<file path="config.mk">
export PLATFORM = sky130hd
export DESIGN_NAME = state_receiver_flat
export DESIGN_NICKNAME = d
export VERILOG_FILES = /design/src/rtl/state_receiver_pkg.sv /design/src/rtl/state_receiver_if.sv /design/src/rtl/state_receiver_sync_ff.sv /design/src/rtl/state_receiver.sv /design/src/flat_wrapper.sv
export SDC_FILE = /design/constraint.sdc
export NUM_CORES = 1
export LEC_CHECK = 0
export CAP_MARGIN = 20
export CORE_MARGIN = 10
export CORE_UTILIZATION = 51
export CTS_CLUSTER_DIAMETER = 40
export DETAILED_ROUTE_END_ITERATION = 8
export MAX_ROUTING_LAYER = met4
export PLACE_DENSITY = 0.75
export SLEW_MARGIN = 10
export SYNTH_ARGS = -nofsm -noshare
export SYNTH_HDL_FRONTEND = slang
export SYNTH_SLANG_ARGS = --single-unit
</file>
<file path="constraint.sdc">
create_clock -name clk_pixel_in -period 2 [get_ports clk_pixel_in]
set_input_delay 0.2 -clock clk_pixel_in [delete_from_list [all_inputs] [get_ports clk_pixel_in]]
set_output_delay 0.2 -clock clk_pixel_in [all_outputs]
set_load 0.03 [all_outputs]
</file>
<file path="src/rtl/state_receiver_pkg.sv">
// state_receiver_pkg: shared types and constants for the inter-FPGA state link.
//   data_t              - player-state frame carried over the link
//   LINK_DATA_PERIOD    - transmitter data_clk period in pixel-clock cycles
//   LINK_TIMEOUT_CYCLES - receiver stall limit, derived from LINK_DATA_PERIOD
package state_receiver_pkg;

    typedef logic [15:0] data_t;

    localparam int unsigned LINK_DATA_PERIOD = 100;

    // Roughly 8x the bit period, rounded up to a power of two so the
    // receiver's saturating timeout counter uses its full range.
    localparam int unsigned LINK_TIMEOUT_CYCLES = 2 ** $clog2(LINK_DATA_PERIOD * 8);

endpackage

</file>
<file path="src/rtl/state_receiver_if.sv">
// state_receiver_if: board-to-board link pins plus the receiver's frame outputs.
//   master : peer / consumer side (drives the pins, observes the frame outputs)
//   slave  : state_receiver side
interface state_receiver_if
    import state_receiver_pkg::*;
#(
    parameter int unsigned COUNT_WIDTH = 8
);
    logic                   data_in;
    logic                   data_clk_in;
    logic                   sel_in;
    data_t                  player_data_out;
    logic                   player_data_out_valid;
    logic                   frame_error_out;
    logic [COUNT_WIDTH-1:0] frames_received_out;

    modport master (
        output data_in, data_clk_in, sel_in,
        input  player_data_out, player_data_out_valid, frame_error_out, frames_received_out
    );

    modport slave (
        input  data_in, data_clk_in, sel_in,
        output player_data_out, player_data_out_valid, frame_error_out, frames_received_out
    );
endinterface

</file>
<file path="src/rtl/state_receiver_sync_ff.sv">
// sync_ff: multi-stage synchroniser for one asynchronous input.
//   clk_i, rst_ni : clock, asynchronous active-low reset
//   d_i           : asynchronous input
//   q_o           : synchronised output (STAGES cycles of latency)
module sync_ff #(
    parameter int unsigned STAGES    = 2,
    parameter logic        RESET_VAL = 1'b0
) (
    input  logic clk_i,
    input  logic rst_ni,
    input  logic d_i,
    output logic q_o
);
    logic [STAGES-1:0] sync_q;
    logic [STAGES-1:0] sync_d;

    always_comb begin
        sync_d = {sync_q[STAGES-2:0], d_i};
    end

    always_ff @(posedge clk_i or negedge rst_ni) begin
        if (!rst_ni) begin
            sync_q <= {STAGES{RESET_VAL}};
        end else begin
            sync_q <= sync_d;
        end
    end

    assign q_o = sync_q[STAGES-1];
endmodule

</file>
<file path="src/rtl/state_receiver.sv">
// state_receiver: SPI-style receiver for one data_t frame from the peer board.
//   clk_pixel_in : pixel clock (only clock)
//   rst_n_in     : asynchronous active-low reset
//   link         : pins (data, data_clk, sel active low) and frame outputs
//                  (player_data_out, valid pulse, error pulse, good-frame count)
module state_receiver
    import state_receiver_pkg::*;
#(
    parameter int unsigned DATA_WIDTH     = $bits(data_t),
    parameter int unsigned SYNC_STAGES    = 2,
    parameter int unsigned TIMEOUT_CYCLES = LINK_TIMEOUT_CYCLES,
    parameter int unsigned COUNT_WIDTH    = 8
) (
    input  logic             clk_pixel_in,
    input  logic             rst_n_in,
    state_receiver_if.slave  link
);
    localparam int unsigned CNT_W    = $clog2(DATA_WIDTH + 1);
    localparam int unsigned TMO_W    = $clog2(TIMEOUT_CYCLES);
    localparam int unsigned SETTLE_W = $clog2(SYNC_STAGES + 2);

    localparam logic [CNT_W-1:0]    CNT_FULL    = CNT_W'(DATA_WIDTH);
    localparam logic [TMO_W-1:0]    TMO_MAX     = TMO_W'(TIMEOUT_CYCLES - 1);
    localparam logic [SETTLE_W-1:0] SETTLE_DONE = SETTLE_W'(SYNC_STAGES + 1);

    localparam logic [1:0] ST_WAIT_DESELECT = 2'd0;
    localparam logic [1:0] ST_IDLE          = 2'd1;
    localparam logic [1:0] ST_SHIFT         = 2'd2;

    logic data_s, sclk_s, sel_s;

    sync_ff #(.STAGES(SYNC_STAGES), .RESET_VAL(1'b0)) u_sync_data (
        .clk_i (clk_pixel_in), .rst_ni(rst_n_in), .d_i(link.data_in), .q_o(data_s)
    );
    sync_ff #(.STAGES(SYNC_STAGES), .RESET_VAL(1'b0)) u_sync_sclk (
        .clk_i (clk_pixel_in), .rst_ni(rst_n_in), .d_i(link.data_clk_in), .q_o(sclk_s)
    );
    sync_ff #(.STAGES(SYNC_STAGES), .RESET_VAL(1'b1)) u_sync_sel (
        .clk_i (clk_pixel_in), .rst_ni(rst_n_in), .d_i(link.sel_in), .q_o(sel_s)
    );

    logic                   sclk_prev_q, sel_prev_q;
    logic [1:0]             state_q, state_d;
    logic [DATA_WIDTH-1:0]  shift_q, shift_d;
    logic [CNT_W-1:0]       cnt_q, cnt_d;
    logic                   ovr_q, ovr_d;
    logic [TMO_W-1:0]       tmo_q, tmo_d;
    logic [SETTLE_W-1:0]    settle_q, settle_d;
    logic [DATA_WIDTH-1:0]  pdata_q, pdata_d;
    logic                   valid_q, valid_d;
    logic                   err_q, err_d;
    logic [COUNT_WIDTH-1:0] frames_q, frames_d;

    logic sclk_rise, sel_fall, sel_rise;
    assign sclk_rise = sclk_s & ~sclk_prev_q;
    assign sel_fall  = ~sel_s & sel_prev_q;
    assign sel_rise  = sel_s & ~sel_prev_q;

    always_comb begin
        state_d  = state_q;
        shift_d  = shift_q;
        cnt_d    = cnt_q;
        ovr_d    = ovr_q;
        tmo_d    = tmo_q;
        pdata_d  = pdata_q;
        valid_d  = 1'b0;
        err_d    = 1'b0;
        frames_d = frames_q;
        // The sel synchroniser resets high, so a sel held low across reset
        // release only becomes visible after the chain flushes; hold off the
        // deselect check until then so that frame is discarded too.
        settle_d = (settle_q != SETTLE_DONE) ? settle_q + 1'b1 : settle_q;

        case (state_q)
            ST_WAIT_DESELECT: begin
                if (settle_q == SETTLE_DONE && sel_s) begin
                    state_d = ST_IDLE;
                end
            end
            ST_IDLE: begin
                if (sel_fall) begin
                    cnt_d   = '0;
                    ovr_d   = 1'b0;
                    tmo_d   = '0;
                    state_d = ST_SHIFT;
                end
            end
            ST_SHIFT: begin
                if (sclk_rise) begin
                    tmo_d = '0;
                    if (cnt_q != CNT_FULL) begin
                        shift_d = {shift_q[DATA_WIDTH-2:0], data_s};
                        cnt_d   = cnt_q + 1'b1;
                    end else begin
                        ovr_d = 1'b1;
                    end
                end else if (tmo_q != TMO_MAX) begin
                    tmo_d = tmo_q + 1'b1;
                end
                // Completion uses this cycle's shift so a last bit arriving
                // together with deselect still completes the frame.
                if (sel_rise) begin
                    if (cnt_d == CNT_FULL && !ovr_d) begin
                        pdata_d  = shift_d;
                        valid_d  = 1'b1;
                        frames_d = frames_q + 1'b1;
                    end else begin
                        err_d = 1'b1;
                    end
                    state_d = ST_IDLE;
                end else if (tmo_q == TMO_MAX) begin
                    err_d   = 1'b1;
                    state_d = ST_WAIT_DESELECT;
                end
            end
            default: state_d = ST_WAIT_DESELECT;
        endcase
    end

    always_ff @(posedge clk_pixel_in or negedge rst_n_in) begin
        if (!rst_n_in) begin
            sclk_prev_q <= 1'b0;
            sel_prev_q  <= 1'b1;
            state_q     <= ST_WAIT_DESELECT;
            shift_q     <= '0;
            cnt_q       <= '0;
            ovr_q       <= 1'b0;
            tmo_q       <= '0;
            settle_q    <= '0;
            pdata_q     <= '0;
            valid_q     <= 1'b0;
            err_q       <= 1'b0;
            frames_q    <= '0;
        end else begin
            sclk_prev_q <= sclk_s;
            sel_prev_q  <= sel_s;
            state_q     <= state_d;
            shift_q     <= shift_d;
            cnt_q       <= cnt_d;
            ovr_q       <= ovr_d;
            tmo_q       <= tmo_d;
            settle_q    <= settle_d;
            pdata_q     <= pdata_d;
            valid_q     <= valid_d;
            err_q       <= err_d;
            frames_q    <= frames_d;
        end
    end

    assign link.player_data_out       = pdata_q;
    assign link.player_data_out_valid = valid_q;
    assign link.frame_error_out       = err_q;
    assign link.frames_received_out   = frames_q;
endmodule
</file>
<file path="src/flat_wrapper.sv">
// flat-port wrapper written by rule: the top's interface ports become plain ports
module state_receiver_flat import state_receiver_pkg::*;
#(
    parameter int unsigned DATA_WIDTH     = $bits(data_t),
    parameter int unsigned SYNC_STAGES    = 2,
    parameter int unsigned TIMEOUT_CYCLES = LINK_TIMEOUT_CYCLES,
    parameter int unsigned COUNT_WIDTH    = 8
)
  (clk_pixel_in, rst_n_in, link_data_in, link_data_clk_in, link_sel_in, link_player_data_out, link_player_data_out_valid, link_frame_error_out, link_frames_received_out);
  state_receiver_if #(.COUNT_WIDTH(COUNT_WIDTH)) link_i ();
  input  logic clk_pixel_in;
  input  logic rst_n_in;
  input wire logic [$bits(link_i.data_in)-1:0] link_data_in;
  input wire logic [$bits(link_i.data_clk_in)-1:0] link_data_clk_in;
  input wire logic [$bits(link_i.sel_in)-1:0] link_sel_in;
  output wire logic [$bits(link_i.player_data_out)-1:0] link_player_data_out;
  output wire logic [$bits(link_i.player_data_out_valid)-1:0] link_player_data_out_valid;
  output wire logic [$bits(link_i.frame_error_out)-1:0] link_frame_error_out;
  output wire logic [$bits(link_i.frames_received_out)-1:0] link_frames_received_out;
  assign link_i.data_in = link_data_in;
  assign link_i.data_clk_in = link_data_clk_in;
  assign link_i.sel_in = link_sel_in;
  assign link_player_data_out = link_i.player_data_out;
  assign link_player_data_out_valid = link_i.player_data_out_valid;
  assign link_frame_error_out = link_i.frame_error_out;
  assign link_frames_received_out = link_i.frames_received_out;
  state_receiver #(.DATA_WIDTH(DATA_WIDTH), .SYNC_STAGES(SYNC_STAGES), .TIMEOUT_CYCLES(TIMEOUT_CYCLES), .COUNT_WIDTH(COUNT_WIDTH)) u_core (.clk_pixel_in(clk_pixel_in), .rst_n_in(rst_n_in), .link(link_i));
endmodule
</file>
After elaboration in Yosys (flattened, before gate mapping)
Index checks and enable logic that the tools add are counted.
{ "op_classes": {"add_sub_neg": 4, "n_bitwise": 6, "n_reduce_logical": 9, "n_eq_ne": 12, "n_mux": 28} }
{ "ops": {"columns": ["op", "count"], "rows": [
  ["16-bit 2-to-1 mux", 2],
  ["10-bit 2-to-1 mux", 3],
  ["5-bit 2-to-1 mux", 4],
  ["10-bit one-hot mux with 2 select lines", 1],
  ["1-bit 2-to-1 mux", 11],
  ["10-bit by 1-bit adder with 10-bit output (second input constant)", 1],
  ["10-bit equality test (second input constant)", 1],
  ["10-bit inequality test (second input constant)", 1],
  ["5-bit one-hot mux with 2 select lines", 1],
  ["3-bit AND reduction", 3],
  ["8-bit by 1-bit adder with 8-bit output (second input constant)", 1],
  ["2-bit 2-to-1 mux", 4],
  ["3-bit by 1-bit inequality test with 1-bit output (second input constant)", 2],
  ["2-bit one-hot mux with 3 select lines", 1],
  ["5-bit by 1-bit adder with 5-bit output (second input constant)", 1],
  ["5-bit equality test (second input constant)", 1],
  ["5-bit inequality test (second input constant)", 1],
  ["2-bit equality test (second input constant)", 2],
  ["2-bit by 1-bit inequality test with 1-bit output (second input constant)", 2],
  ["1-bit bitwise AND", 3],
  ["1-bit inverter", 3],
  ["2-bit by 1-bit adder with 2-bit output (second input constant)", 1],
  ["2-bit by 1-bit equality test with 1-bit output (second input constant)", 1],
  ["1-bit logical AND", 2],
  ["6 further kinds", 6]
]} }
{ "word_totals": {"out_inout_bits": 26, "ff_bits": 70, "in_bits": 5} }

Longest topological paths before layout
Gate-level depths: netlist (run 1).
{ "logic_depth": {"depth_word": 9, "mapped_depth": 8} }

By module
Synthesis (run 1) repeated with hierarchy kept, for this count alone.
{ "unflattened": {"cells_unflattened": 262, "hier_area_um2": 3226.8} }
{ "by_module_without_submodules": {"columns": ["mod", "cells_per_inst", "instances", "area_per_inst_um2"], "rows": [
  ["state_receiver", 256, 1, 3074.2],
  ["sync_ff (u_core.u_sync_data ...)", 2, 2, 50.0],
  ["sync_ff (u_core.u_sync_sel)", 2, 1, 52.6]
]} }

Least setup slack after synthesis (run 1)
Ideal clock, no wire load.
{ "synth_timing": {"path_kind": "reg-to-reg", "from": "register u_core.cnt_q[0]", "to": "register u_core.frames_q[3], in the netlist u_core.link.frames_received_out[3]", "required_ns": 1.866, "arrival_time_ns": 1.822, "synth_period_minus_slack_ns": 1.957, "setup_slack_ns": 0.043, "n_path_buf": 1, "path_stages_with_launch": 9, "setup_time_ns": 0.134, "path_cell_list": "dfrtp_1 > inv_1 > ha_1 > nor2_1 > nand4_1 > a221oi_4 > buf_6 > nand4_1 > xnor2_1"} }
{ "synth_between": {"elab_chain_len": 7, "elab_cells_between_ends": 12, "cone_classes": "add/sub (1); eq/ne (2); mux (6); reduce/logical (3)"} }
{ "synth_lines": {"columns": ["element", "line", "source"], "rows": [
  ["start: declaration", "state_receiver.sv:45", "logic [CNT_W-1:0] cnt_q, cnt_d;"],
  ["start signal: assignment", "state_receiver.sv:139", "cnt_q <= cnt_d;"],
  ["5-bit by 1-bit adder with 5-bit output or 5-bit inequality test (tied branches)", "state_receiver.sv:93, state_receiver.sv:91", null],
  ["5-bit 2-to-1 mux or 1-bit 2-to-1 mux (tied branches)", "state_receiver.sv:91", "if (cnt_q != CNT_FULL) begin"],
  ["5-bit 2-to-1 mux or 1-bit 2-to-1 mux (tied branches)", "state_receiver.sv:89", "if (sclk_rise) begin"],
  ["5-bit 2-to-1 mux or 1-bit 2-to-1 mux (tied branches)", "state_receiver.sv:74", "case (state_q)"],
  ["5-bit equality test or 1-bit logical NOT (tied branches)", "state_receiver.sv:103", "if (cnt_d == CNT_FULL && !ovr_d) begin"],
  ["1-bit logical AND *", "state_receiver.sv:103", null],
  ["3-bit AND reduction (no source line) *", null, null],
  ["end signal: assignment", "state_receiver.sv:146", "frames_q <= frames_d;"],
  ["end: declaration", "state_receiver.sv:52", "logic [COUNT_WIDTH-1:0] frames_q, frames_d;"]
]} }
Every way passes the cells marked *; elsewhere a longest branch is shown, timed or not. The select of a mux whose other input is x is not followed.
A chain may end at the register's enable or synchronous reset.

Worst setup path after layout (run 1)
{ "layout_timing": {"from": "register u_core.cnt_q[0]", "to": "register u_core.frames_q[1], in the netlist u_core.link.frames_received_out[1]"} }
Same word-level chain as after synthesis.

==> results of run 1 <==
-- final cells by class --
cell class	instances	area, sq um	share of cell area
clock inverters	7	80.1	0.0193
flip-flops and latches	70	1760	0.424
repair buffers	56	533	0.129
inverters	7	26.3	0.00635
multi-input cells	217	1520	0.368
well taps	77	96.3	0.0233
clock buffers	9	124	0.0299
-- cells in the mapped netlist, drive strengths merged --
cell type,instances,share of area
a211o,2,0.0052
a21boi,1,0.0034
a21oi,31,0.046
a221o,1,0.0030
a221oi,1,0.0078
a22o,2,0.0052
a22oi,1,0.0022
a31oi,4,0.0075
a41oi,1,0.0026
and2,3,0.0056
and3,6,0.011
and3b,1,0.0026
and4,2,0.0052
buf,11,0.018
clkbuf,4,0.0045
dfrtp,67,0.50
dfstp,3,0.024
ha,10,0.037
inv,7,0.0078
mux2,21,0.070
mux2i,18,0.054
nand2,24,0.027
nand2b,4,0.0075
nand3,7,0.010
nand4,8,0.015
nand4bb,1,0.0034
nor2,28,0.031
nor2b,3,0.0056
nor3,2,0.0030
nor4,1,0.0019
nor4bb,1,0.0030
o21ai,12,0.018
o221ai,2,0.0052
o22ai,1,0.0019
o311ai,2,0.0052
o31a,1,0.0026
o31ai,3,0.0067
or3,2,0.0037
xnor2,8,0.021
xor2,2,0.0052
-- logic make-up after synthesis --
logic type | after synthesis | share of synthesized area
adders and majority gates | 10 | 0.0373
muxes | 39 | 0.124
DFF | 70 | 0.523
xor gates and xnor gates | 10 | 0.0261
AOI/OAI and AO/OA | 65 | 0.123
and+or+nand+nor | 93 | 0.136
buffers and inverters | 22 | 0.0302
-- through the flow --
step / std cells / instance area, sq um / util
after detailed placement: 421 / 3850 / 0.603
after floorplan: 309 / 3350 / -
after CTS: 442 / 4120 / 0.644
final: 443 / 4140 / 0.648
after global placement: 421 / 3850 / 0.603
after global routing: 443 / 4140 / 0.648
-- power groups by stage --
stage / clock network [mW] / logic, mW / registers [mW]
2_1_floorplan: 0 / 0.663 / 1.64
3_3_place_gp: 0 / 0.962 / 1.66
3_5_place_dp: 0 / 1.00 / 1.67
4_1_cts: 1.21 / 1.07 / 1.65
5_1_grt: 1.26 / 1.21 / 1.67
6_report: 1.18 / 1.11 / 1.65
-- repair_timing --
action / CTS / global route
buffers inserted: 4 / 1
gates resized for setup: 5 / 8
pin swaps: 2 / 5
hold buffers: 1 / 0
endpoints found under the setup margin: 17 / 26
hold endpoints to repair: 67 / 0
-- worst reg2reg max path, delay by kind of cell, from the launching register on --
family | cells | cell delay [ns]
buffers and inverters | 2 | 0.31
AND/OR/NAND/NOR | 1 | 0.23
flip-flops | 1 | 0.45
multiplexers | 1 | 0.29
AO/OA/AOI/OAI | 2 | 0.67
-- flip-flops by register name, summed over array words and instances, names as in the netlist, 2 cells and up --
| signal | flops |
|---|---|
| u_core.state_q | 2 |
| u_core.link.frames_received_out | 8 |
| u_core.shift_q | 16 |
| u_core.link.player_data_out | 16 |
| u_core.u_sync_data.sync_q | 2 |
| u_core.cnt_q | 5 |
| u_core.u_sync_sclk.sync_q | 2 |
| u_core.settle_q | 2 |
| u_core.u_sync_sel.sync_q | 2 |
| u_core.tmo_q | 10 |
-- routing by layer --
layer	GRT usage	vias up	share of wire
met3	0.0377	2	0.044
met4	0.0536	0	0.0025
li1	-	1211	-
met5	-	-	0
met2	0.227	58	0.51
met1	0.181	1245	0.44
-- worst max-delay path by stage --
stage                                                          end                   startpoint  cells after the start
floorplan           u_core.link.frames_received_out[3]$_DFFE_PN0P_  u_core.cnt_q[0]$_DFFE_PN0P_                      8
global placement    u_core.link.frames_received_out[1]$_DFFE_PN0P_  u_core.cnt_q[1]$_DFFE_PN0P_                      7
detailed placement      u_core.link.player_data_out[2]$_DFFE_PN0P_  u_core.cnt_q[1]$_DFFE_PN0P_                      8
CTS                 u_core.link.frames_received_out[1]$_DFFE_PN0P_  u_core.cnt_q[0]$_DFFE_PN0P_                      6
global route        u_core.link.frames_received_out[5]$_DFFE_PN0P_  u_core.cnt_q[0]$_DFFE_PN0P_                      7
finish              u_core.link.frames_received_out[1]$_DFFE_PN0P_  u_core.cnt_q[0]$_DFFE_PN0P_                      6
==> flow_summary.toml, run 1 <==
[power_and_ir_drop]
switchingPower_mw = 1.31
internal_power_mw = 2.63
power_frac_seq = 0.420
combinationalPowerShare = 0.281
vdd_drop_max_mv = 0.688
p_leak_nw = 1.86
p_total_mw = 3.94
swShare = 0.333
p_per_area_nw_per_um2 = 952
clkPwrFrac = 0.299

[placed_design]
dp_hpwl_um = 4770
port_buffers = 30
gp_congestion = 0.920
pre_cts_slack_ns = -0.0506

[hold_path]
hold_class = "in -> reg"
hold_path_startpoint = "link_sel_in"
whs_path_depth = 1
hold_end = "u_core.u_sync_sel.sync_q[0]$_DFF_PN1_"

[sta]
setup_slack_ns = -0.0526
fin_setup_tns_ns = -0.105
finalSetupViolCount = 5
fin_worst_skew_ns = 0.0112
maxSlewViolCount = 0
hold_viol = 0
worstMarginPinSlew_ns = 0.461
finalCritPeriodShare = 1.03
rsz0062_at_grt = "yes"
period_minus_slack_ns = 2.05
timing.hold.ws_ns = 0.256
max_freq_mhz = 487
max_slew_margin = 0.692

[route]
via_count = 2516
totalWireLength_um = 7170
first_pass_iters = 4
routedWlPerCell_um = 16.2
antenna_left = 0
drc = 0
drt_iter0_markers = 156
vias_per_cell = 5.68

[clocking]
cts_max_path_buffers = 2
clk_latency_ns = 0.35
cts.clk_slew.worst_paths_ns = 0.08
cts_tree = "yes"
numCtsBuffers = 9
htree_levels = 3
cts-root-buf = "clkbuf_8"
cts_sinks = 70

[setup_path]
r2r_slack_ns = -0.05
critPathBufInv = 2
endpoint_kind = "flop"
worst-path-max-fanout = 8
r2r-end = "u_core.link.frames_received_out[1]$_DFFE_PN0P_"
slowest_delay_ns = 0.45
crit_path_top_delay_cell = "dfrtp_2"
crit_path_frequent_cell = "buf_6"
crit_chain = "buf_6, and3b_2, a211o_1, a221oi_4, buf_6, mux2_4"
r2r_cells = 6
critical_path_class = "reg -> reg"
setup.worst_path.start_class = "flop"
crit_family = "compound AO/OA/AOI/OAI gates"
cp.arrival_ns = 2.29
cp_data_required_time_ns = 2.23
reg2reg_from = "u_core.cnt_q[0]$_DFFE_PN0P_"

[logic_synthesis]
netlist_area_sq_um = 3350
syn_nets = 324
synth.avg_cell_area_sq_um = 10.9
ys_ff_latch = 70
yosys_warnings = 0
synth_seq_area_share = 0.523
syn_inst = 309
synth_cell_type_count = 43

[layout]
layout_common_cells = "dfrtp_1, a21oi_1, clkdlybuf4s50_1, nor2_1, nand2_1"
drive_gt1_frac = 0.208
layout.nets = 376
layout_commonest_cell = "dfrtp_1"
diodes = 0
synthToLayoutAreaGrowth_pct = 23.4
fill_cells = 498

[flow_run]
cap_violations = 0

[floorplan]
coreArea_sq_um = 6390
fp.dieW_um = 101
initial_utilization = 0.525
io_pins = 31
die_y_um = 101
num_rows = 29
die_area_sq_um = 10200

[status]
violations = "setup timing"
status = "finished with violations"

[global_route]
overflow = 0
grt_pass1_vias = 2442
grt_max_degree = 71
antenna_found_initial = 0
grtUsageTotal = 0.147
grt_pass1_wl_um = 11900
Power figures use the tool's default switching activity.
==> inputs of run 2 (changes only) <==
- SETUP_SLACK_MARGIN: default -> 0.02
==> flow_summary.toml, run 2 (synthesis results as in run 1) <==
[placed_design]
port_buffers = 30
pre_cts_slack_ns = -0.0506
gp_congestion = 0.920
dp_hpwl_um = 4770

[clocking]
cts_max_path_buffers = 2
numCtsBuffers = 9
cts-root-buf = "clkbuf_8"
cts_tree = "yes"
clk_latency_ns = 0.35
cts.clk_slew.worst_paths_ns = 0.08
htree_levels = 3
cts_sinks = 70

[layout]
layout_common_cells = "dfrtp_1, a21oi_1, clkdlybuf4s50_1, nor2_1, nand2_1"
synthToLayoutAreaGrowth_pct = 24.0
diodes = 0
fill_cells = 484
layout_commonest_cell = "dfrtp_1"
fin_util = 0.651
drive_gt1_frac = 0.210
layout.nets = 376

[status]
status = "finished with violations"
violations = "setup timing"

[floorplan]
coreArea_sq_um = 6390
fp.dieW_um = 101
num_rows = 29
initial_utilization = 0.525
die_area_sq_um = 10200
die_y_um = 101
io_pins = 31

[sta]
setup_slack_ns = -0.0414
rsz0062_at_grt = "yes"
finalSetupViolCount = 3
hold_viol = 0
period_minus_slack_ns = 2.04
finalCritPeriodShare = 1.02
worstMarginPinSlew_ns = 0.465
maxSlewViolCount = 0
fin_setup_tns_ns = -0.0728
max_freq_mhz = 490
max_slew_margin = 0.689
fin_worst_skew_ns = 0.0124

[power_and_ir_drop]
vdd_drop_max_mv = 0.681
p_leak_nw = 1.87
p_total_mw = 4.00
p_per_area_nw_per_um2 = 961

[global_route]
antenna_found_initial = 0
grt_pass1_vias = 2475
grtUsageTotal = 0.148
overflow = 0
grt_pass1_wl_um = 12000
grt_max_degree = 71

[setup_path]
cp_data_required_time_ns = 2.24
setup.worst_path.start_class = "flop"
critical_path_class = "reg -> reg"
endpoint_kind = "flop"
cp.arrival_ns = 2.28
worst-path-max-fanout = 8

[route]
drc = 0
routedWlPerCell_um = 16.4
drt_iter0_markers = 146
totalWireLength_um = 7280
first_pass_iters = 4
via_count = 2567
route.met3.wl_um = 349
antenna_left = 0
routed-wl-met2_um = 3670
topRoutingLayerUsed = "met4"
wl_met1_um = 3160
vias_per_cell = 5.79

[flow_run]
cap_violations = 0

[hold_path]
hold_class = "in -> reg"
==> run 2: path summary, 6_finish.rpt <==
check                                                       from  slack (ns)  depth (start not counted)                                        endpoint
min in group asynchronous                               rst_n_in        0.39                          3                   u_core.state_q[0]$_DFFE_PN0P_
max in group asynchronous                               rst_n_in        1.27                          3           u_core.u_sync_sel.sync_q[1]$_DFF_PN1_
min                                                  link_sel_in        0.26                          1           u_core.u_sync_sel.sync_q[0]$_DFF_PN1_
max reg2reg                          u_core.cnt_q[1]$_DFFE_PN0P_       -0.04                          7  u_core.link.frames_received_out[1]$_DFFE_PN0P_
min reg2reg                u_core.u_sync_sel.sync_q[0]$_DFF_PN1_        0.36                          0           u_core.u_sync_sel.sync_q[1]$_DFF_PN1_
max                                  u_core.cnt_q[1]$_DFFE_PN0P_       -0.04                          7  u_core.link.frames_received_out[1]$_DFFE_PN0P_
==> run 2: through the flow <==
| step | area [sq um] | hold slack, ns | cells |
|---|---|---|---|
| after floorplan | 3350 | -0.0956 | 309 |
| after global placement | 3850 | 0.252 | 421 |
| after detailed placement | 3850 | 0.251 | 421 |
| after CTS | 4120 | 0.240 | 442 |
| after global routing | 4160 | 0.236 | 443 |
| final | 4160 | 0.255 | 443 |
==> run 2: final cells by class <==
type,count,area [sq um],share of cell area
clock buffers,9,124,0.0298
clock inverters,7,80.1,0.0192
inverters,7,26.3,0.00632
multi-input cells,217,1540,0.371
flip-flops and latches,70,1760,0.422
well taps,77,96.3,0.0232
repair buffers,56,537,0.129
==> run 2: worst max-delay path: stages (launching register included) <==
cell	delay [ns]
dfrtp_1	0.43
inv_2	0.12
ha_4	0.22
nor2_4	0.11
nand4_1	0.20
a221oi_4	0.39
buf_6	0.17
mux2_4	0.29
==> run 2: metal layers <==
| metal | GRT usage | vias to the layer above |
|---|---|---|
| li1 | - | 1217 |
| met1 | 0.176 | 1262 |
| met2 | 0.236 | 79 |
| met3 | 0.0377 | 9 |
| met4 | 0.0536 | 0 |
| met5 | - | - |
==> run 2: report_power, final <==
part           internal [mW]  total (mW)  leakage, nW  switching (mW)
logic                  0.545        1.16        0.837           0.619
registers               1.53        1.66        0.937           0.132
clock network          0.591        1.18       0.0968           0.585
total                   2.66        4.00         1.87            1.34
==> run 2: timing repair <==
action / 4_1_cts / 5_1_grt
endpoints found under the setup margin: 20 / 34
resized for setup: 8 / 9
buffers inserted: 4 / 1
hold buffers: 1 / 0
hold endpoints to repair: 67 / 0
pin swaps: 5 / 5
